==> src/rtl/sprite_table_writer_if.sv <==
// sprite_table_writer_if
//   Write/commit bus between the game-logic producer and the sprite table
//   writer, plus the table and status signals the writer returns.
//   master : game logic  (drives wr_*, samples wr_ready and status)
//   slave  : the writer  (samples wr_*, drives wr_ready, sprites, status)
//   Signals:
//     wr_valid/wr_ready  handshake, write taken when both high
//     wr_index           0 = sprites[63:32], 1 = sprites[31:0]
//     wr_x, wr_y         world position in 4-px units
//     wr_dir, wr_anim, wr_frame, wr_alt, wr_anim_en  entry fields
//     wr_commit          request commit of the shadow table
//     sprites            active 64-bit table seen by the PPU
//     pending            commit requested, not yet done
//     commit_done        one-cycle pulse after a commit lands
//     clamped            one-cycle pulse after a saturated write
interface sprite_table_writer_if;
  logic        wr_valid;
  logic        wr_ready;
  logic        wr_index;
  logic [8:0]  wr_x;
  logic [8:0]  wr_y;
  logic        wr_dir;
  logic [3:0]  wr_anim;
  logic [1:0]  wr_frame;
  logic        wr_alt;
  logic        wr_anim_en;
  logic        wr_commit;
  logic [63:0] sprites;
  logic        pending;
  logic        commit_done;
  logic        clamped;

  modport master (
    output wr_valid, wr_index, wr_x, wr_y, wr_dir, wr_anim, wr_frame,
           wr_alt, wr_anim_en, wr_commit,
    input  wr_ready, sprites, pending, commit_done, clamped
  );

  modport slave (
    input  wr_valid, wr_index, wr_x, wr_y, wr_dir, wr_anim, wr_frame,
           wr_alt, wr_anim_en, wr_commit,
    output wr_ready, sprites, pending, commit_done, clamped
  );
endinterface

==> src/rtl/sprite_table_writer.sv <==
// sprite_table_writer
//   Producer end of the PPU sprite-table interface. Writes land in two
//   shadow entries; a commit request copies both shadows into the active
//   table in one step on the next vsync rising edge, so the PPU never sees
//   a half-updated table within a frame. Enabled active entries have their
//   2-bit frame field stepped every FRAME_DIV vsync edges.
//   Entry format: {x[8:0], y[8:0], 6'b0, dir, anim[3:0], frame[1:0], alt}
//   Ports:
//     clk_i    system clock
//     rst_i    asynchronous active-high reset
//     vsync_i  vsync from the VGA controller, active-high
//     bus      write/commit bus and table outputs (slave side)
module sprite_table_writer #(
  parameter int X_MAX     = 319,
  parameter int Y_MAX     = 192,
  parameter int FRAME_DIV = 8
) (
  input  logic                  clk_i,
  input  logic                  rst_i,
  input  logic                  vsync_i,
  sprite_table_writer_if.slave  bus
);

  localparam logic [8:0] X_LIM    = 9'(X_MAX);
  localparam logic [8:0] Y_LIM    = 9'(Y_MAX);
  localparam logic [7:0] DIV_LAST = 8'(FRAME_DIV - 1);

  typedef enum logic [1:0] {IDLE, PENDING, COMMIT} state_t;

  state_t           state_q, state_d;
  logic             vsync_q;
  logic [7:0]       div_q, div_d;
  logic [1:0][31:0] shadow_q, shadow_d;
  logic [1:0]       shadow_en_q, shadow_en_d;
  logic [1:0][31:0] active_q, active_d;
  logic [1:0]       active_en_q, active_en_d;
  logic             clamped_q, clamped_d;

  logic        wr_ready_c, pending_c, commit_done_c;
  logic        vedge, tick, commit_now, accept;
  logic [8:0]  x_sat, y_sat;
  logic        sat_hit;
  logic [31:0] wr_entry;

  // A high vsync on the first cycle after reset counts as an edge because
  // vsync_q resets low.
  assign vedge      = vsync_i & ~vsync_q;
  assign tick       = vedge && (div_q == DIV_LAST);
  assign commit_now = (state_q == PENDING) && vedge;
  assign accept     = bus.wr_valid && wr_ready_c;

  assign x_sat    = (bus.wr_x > X_LIM) ? X_LIM : bus.wr_x;
  assign y_sat    = (bus.wr_y > Y_LIM) ? Y_LIM : bus.wr_y;
  assign sat_hit  = (bus.wr_x > X_LIM) || (bus.wr_y > Y_LIM);
  assign wr_entry = {x_sat, y_sat, 6'b0, bus.wr_dir, bus.wr_anim,
                     bus.wr_frame, bus.wr_alt};

  // Handshake/commit FSM
  always_comb begin
    state_d       = state_q;
    wr_ready_c    = 1'b0;
    pending_c     = 1'b0;
    commit_done_c = 1'b0;
    case (state_q)
      IDLE: begin
        wr_ready_c = 1'b1;
        if (bus.wr_commit) state_d = PENDING;
      end
      PENDING: begin
        pending_c = 1'b1;
        if (vedge) state_d = COMMIT;
      end
      COMMIT: begin
        commit_done_c = 1'b1;
        state_d       = IDLE;
      end
      default: state_d = IDLE;
    endcase
  end

  // Divider runs on every vedge regardless of FSM state.
  always_comb begin
    div_d = div_q;
    if (vedge) div_d = (div_q == DIV_LAST) ? 8'd0 : div_q + 8'd1;
  end

  assign clamped_d = accept && sat_hit;

  // Per-entry shadow and active next-state. A commit overrides the frame
  // step on a coincident tick; stepping never touches the shadows.
  for (genvar gi = 0; gi < 2; gi++) begin : g_entry
    localparam logic IDX = 1'(gi);
    logic        write_hit;
    logic [31:0] stepped;

    assign write_hit = accept && (bus.wr_index == IDX);
    assign stepped   = {active_q[gi][31:3], active_q[gi][2:1] + 2'd1,
                        active_q[gi][0]};

    assign shadow_d[gi]    = write_hit ? wr_entry : shadow_q[gi];
    assign shadow_en_d[gi] = write_hit ? bus.wr_anim_en : shadow_en_q[gi];

    assign active_d[gi]    = commit_now                    ? shadow_q[gi] :
                             (tick && active_en_q[gi])     ? stepped      :
                                                             active_q[gi];
    assign active_en_d[gi] = commit_now ? shadow_en_q[gi] : active_en_q[gi];
  end

  always_ff @(posedge clk_i or posedge rst_i) begin
    if (rst_i) begin
      state_q     <= IDLE;
      vsync_q     <= 1'b0;
      div_q       <= 8'd0;
      shadow_q    <= '0;
      shadow_en_q <= '0;
      active_q    <= '0;
      active_en_q <= '0;
      clamped_q   <= 1'b0;
    end else begin
      state_q     <= state_d;
      vsync_q     <= vsync_i;
      div_q       <= div_d;
      shadow_q    <= shadow_d;
      shadow_en_q <= shadow_en_d;
      active_q    <= active_d;
      active_en_q <= active_en_d;
      clamped_q   <= clamped_d;
    end
  end

  assign bus.wr_ready    = wr_ready_c;
  assign bus.pending     = pending_c;
  assign bus.commit_done = commit_done_c;
  assign bus.clamped     = clamped_q;
  assign bus.sprites     = {active_q[0], active_q[1]};

endmodule

==> src/flat_wrapper.sv <==
// flat-port wrapper written by rule: the top's interface ports become plain ports
module sprite_table_writer_flat 
#(
  parameter int X_MAX     = 319,
  parameter int Y_MAX     = 192,
  parameter int FRAME_DIV = 8
)
  (clk_i, rst_i, vsync_i, bus_wr_valid, bus_wr_index, bus_wr_x, bus_wr_y, bus_wr_dir, bus_wr_anim, bus_wr_frame, bus_wr_alt, bus_wr_anim_en, bus_wr_commit, bus_wr_ready, bus_sprites, bus_pending, bus_commit_done, bus_clamped);
  sprite_table_writer_if bus_i ();
  input  logic clk_i;
  input  logic rst_i;
  input  logic vsync_i;
  input wire logic [$bits(bus_i.wr_valid)-1:0] bus_wr_valid;
  input wire logic [$bits(bus_i.wr_index)-1:0] bus_wr_index;
  input wire logic [$bits(bus_i.wr_x)-1:0] bus_wr_x;
  input wire logic [$bits(bus_i.wr_y)-1:0] bus_wr_y;
  input wire logic [$bits(bus_i.wr_dir)-1:0] bus_wr_dir;
  input wire logic [$bits(bus_i.wr_anim)-1:0] bus_wr_anim;
  input wire logic [$bits(bus_i.wr_frame)-1:0] bus_wr_frame;
  input wire logic [$bits(bus_i.wr_alt)-1:0] bus_wr_alt;
  input wire logic [$bits(bus_i.wr_anim_en)-1:0] bus_wr_anim_en;
  input wire logic [$bits(bus_i.wr_commit)-1:0] bus_wr_commit;
  output wire logic [$bits(bus_i.wr_ready)-1:0] bus_wr_ready;
  output wire logic [$bits(bus_i.sprites)-1:0] bus_sprites;
  output wire logic [$bits(bus_i.pending)-1:0] bus_pending;
  output wire logic [$bits(bus_i.commit_done)-1:0] bus_commit_done;
  output wire logic [$bits(bus_i.clamped)-1:0] bus_clamped;
  assign bus_i.wr_valid = bus_wr_valid;
  assign bus_i.wr_index = bus_wr_index;
  assign bus_i.wr_x = bus_wr_x;
  assign bus_i.wr_y = bus_wr_y;
  assign bus_i.wr_dir = bus_wr_dir;
  assign bus_i.wr_anim = bus_wr_anim;
  assign bus_i.wr_frame = bus_wr_frame;
  assign bus_i.wr_alt = bus_wr_alt;
  assign bus_i.wr_anim_en = bus_wr_anim_en;
  assign bus_i.wr_commit = bus_wr_commit;
  assign bus_wr_ready = bus_i.wr_ready;
  assign bus_sprites = bus_i.sprites;
  assign bus_pending = bus_i.pending;
  assign bus_commit_done = bus_i.commit_done;
  assign bus_clamped = bus_i.clamped;
  sprite_table_writer #(.X_MAX(X_MAX), .Y_MAX(Y_MAX), .FRAME_DIV(FRAME_DIV)) u_core (.clk_i(clk_i), .rst_i(rst_i), .vsync_i(vsync_i), .bus(bus_i));
endmodule
==> config.mk <==
export PLATFORM = sky130hd
export DESIGN_NAME = sprite_table_writer_flat
export DESIGN_NICKNAME = d
export VERILOG_FILES = /design/src/rtl/sprite_table_writer_if.sv /design/src/rtl/sprite_table_writer.sv /design/src/flat_wrapper.sv
export SDC_FILE = /design/constraint.sdc
export NUM_CORES = 1
export LEC_CHECK = 0
export ABC_AREA = 1
export BUFFER_PORTS_ARGS = -buffer_cell sky130_fd_sc_hd__buf_2
export CAP_MARGIN = 20
export CORE_MARGIN = 4
export CORE_UTILIZATION = 55
export CTS_CLUSTER_SIZE = 28
export DETAILED_ROUTE_END_ITERATION = 16
export MAX_ROUTING_LAYER = met4
export PLACE_DENSITY_LB_ADDON = 0.3
export SLEW_MARGIN = 25
export SYNTH_ARGS = -nofsm -noshare
export SYNTH_HDL_FRONTEND = slang
export SYNTH_SLANG_ARGS = --single-unit
==> constraint.sdc <==
create_clock -name clk_i -period 5.1 [get_ports clk_i]
set_input_delay 0.51 -clock clk_i [delete_from_list [all_inputs] [get_ports clk_i]]
set_output_delay 0.51 -clock clk_i [all_outputs]
set_load 0.02 [all_outputs]
==> flow_summary_export.csv <==
group,metric,value,unit
layout,nFillCells,681,
place,place_area,0.005394,mm2
detailed_routing,firstDrtPassIters,5,
status,run_status,"complete, no violations",
critical_path,required,5.54,ns
die,rows,34,
die,die_w,103.4,um
timing,slew_violations,0,
critical_path,crit_arrival,2.72,ns
layout,final_cell_mix,"160 x nand2_1, 120 x dfrtp_1, 88 x buf_2",
critical_path,crit_path_frequent_cell,"nand2_1",
timing,tightest_slew,0.9540,ns
critical_path,setup.worst_path.class,"reg -> reg",
clock_network,cts_hold_buf,0,
timing,skew,0.01073,ns
clock_network,cts_max_path_buffers,2,
clock_network,clk_pin_slew,0.06,ns
flow_run,maxCapViolCount,0,
detailed_routing,drtAntennaViolNets,0,
layout,final_util,0.6785,
global_routing,grt_pass1_wl,17220,um
clock_network,clk_latency,0.51,ns
place,portBuffers,88,
timing,setup_violations,0,
layout,multiInputGateArea,0.001553,mm2
timing,final_hold_viol_count,0,
place,place.gp.congestion,0.7807,
global_routing,grt-ovfl-total,0,
power_and_ir_drop,p_leak,3.158,nW
global_routing,use_met1,0.2744,
detailed_routing,via_count,3754,
synth,avgSynthCellArea,9.270,um2
layout,antenna_cells,0,
global_routing,antenna_found_initial,0,
die,die_height,103.4,um
timing,maxSlewHeadroom,0.3640,
critical_path,cp-start-kind,"register",
clock_network,clock-sinks,120,
timing,timing.fmax,0.4376,GHz
min_path,hp-class,"in -> async",
global_routing,grt_max_degree,98,
synth,ys_seq_area_frac,0.5999,
timing,period_minus_slack,2.285,ns
critical_path,cpPeakStageDelay,0.67,ns
timing,whs,0.1279,ns
layout,drive_above_1_share,0.2214,
power_and_ir_drop,peakVddDrop,0.0003232,V
die,io_pins,101,
detailed_routing,wl_per_cell,14.08,um
critical_path,critical_path.max_fanout,97,
detailed_routing,vias_per_cell,5.039,
die,core,0.008806,mm2
synth,syn_area,0.005006,mm2
detailed_routing,routed_wl,10490,um
die,start_util,0.5685,
timing,rsz0062_at_grt,"false",
timing,tns,0,ns
critical_path,endpoint_kind,"register",
power_and_ir_drop,powerDensity,640.1,mW/mm2
synth,yosysTopAreaCellShare,0.5999,
layout,fin_nets,658,
clock_network,tritoncts,"done",
layout,areaGrowthSynthToFinish,19.35,%
layout,final_common_cell,"nand2_1",
clock_network,numCtsBuffers,17,
global_routing,met2_usage,0.3431,
global_routing,grt_pass1_vias,3650,
critical_path,cp_cell_sequence,"nor2_4, nand2_4, clkinv_2, o21ai_0, nand2_1, nand2_1",
detailed_routing,drt_iter0_drc,155,
synth,yosysTopAreaCell,"dfrtp_1",
layout,final_area,0.005974,mm2
timing,min_period_over_period,0.4481,
die,die_area,0.01069,mm2
layout,seqCellArea,0.003003,mm2
clock_network,postCtsResizedCells,0,
global_routing,use_met3,0.05768,
synth,post_synth_num_cell_types,29,
synth,netlist_top_cells_area,"dfrtp_1 60%, nand2_1 12%, o21ai_0 5.6%",
critical_path,slowest_stage,"nand2_4",
critical_path,r2r_slack,2.81,ns
synth,syn-instance-count,540,
synth,synth-seq-cells,120,
clock_network,cts-root-buf,"clkbuf_8",
place,hpwl,6787,um
clock_network,cts_setup_buffers,0,
synth,yosysWarningCount,0,
clock_network,h-tree-depth,4,
global_routing,busiest_layer,"met2",
global_routing,track_usage,0.2191,
detailed_routing,drc,0,
layout make-up:
type	instances	share of cell area
tap	108	0.02262
clock inverter	12	0.02555
sequential	120	0.5026
multi-input combinational	329	0.2599
clock buffer	20	0.07120
timing repair buffer	89	0.07497
inverter	67	0.04314
report_power, final:
part | total, W | internal, W | switching (W)
Combinational | 0.00110 | 0.000366 | 0.000732
Sequential | 0.00157 | 0.00136 | 0.000210
Clock | 0.00116 | 0.000741 | 0.000418
Total | 0.00382 | 0.00246 | 0.00136
cells in the mapped netlist:
cell and number:
o21ai_0 56, nor2_1 16, inv_1 65, buf_4 16
nor2_4 5, buf_6 6, buf_2 5, o21ai_2 12
xor2_1 2, xnor2_1 1, o21ai_1 22, a22o_1 1
or2_2 1, nand3_1 14, nand4_1 13, or2_1 6
o21bai_1 2, clkbuf_2 1, nand2_2 1, ha_1 1
nand2_1 160, clkinv_2 1, a21oi_1 1, clkbuf_1 7
inv_2 1, nor3_1 2, conb_1 1, dfrtp_1 120
nand2_4 1
stage by stage:
stage	worst slack, ns	total power (W)	cells
after floorplan	1.404	0.002329	551
after global placement	2.671	0.002624	713
after detailed placement	2.604	0.002672	713
after CTS	2.821	0.003855	745
after global routing	2.617	0.004069	745
final	2.815	0.003824	745
worst max-delay path: cells and delay by family (launching register included):
family / cells / cell delay [ns]
buffers and inverters: 1 / 0.50
AO/OA/AOI/OAI: 1 / 0.27
flip-flops: 1 / 0.47
AND/OR/NAND/NOR: 4 / 0.92
state kept, by name, summed over array words and instances (netlist names):
name and count:
u_core.active_en_q 2, u_core.state_q 2, u_core.bus.clamped 1, u_core.div_q 8, u_core.shadow_q 52, u_core.bus.sprites 52
u_core.shadow_en_q 2, u_core.vsync_q 1
final timing paths:
path / from / end / cells after the start
worst max register to register: u_core.state_q[1] / u_core.bus.sprites[1] / 6
min in group clk_i: vsync_i / u_core.vsync_q / 1
worst max-delay path: u_core.state_q[1] / u_core.bus.sprites[1] / 6
worst min register to register: u_core.shadow_q[54] / u_core.shadow_q[54] / 2
max in group asynchronous: rst_i / u_core.shadow_q[14] / 3
worst min-delay path: rst_i / u_core.vsync_q / 2
cell families (layout without fill, tap and decap cells):
kind of cell | after synthesis | in the layout | share of synthesized area
DFF | 120 | 120 | 0.5999
adders and majority gates | 1 | 1 | 0.002499
other | 1 | 12 | 0.0007491
buffers and inverters | 102 | 188 | 0.09922
and+or+nand+nor | 219 | 219 | 0.1877
xor gates and xnor gates | 3 | 3 | 0.005250
AOI/OAI and AO/OA | 94 | 94 | 0.1047
metal layers:
layer  vias to the layer above  routed length [um]
met4                         0                 127
met2                        98                5180
met1                      1803                4653
met5                         -                   0
li1                       1841                   -
met3                        12                 531
No activity file was read; power rests on OpenSTA's default activity.
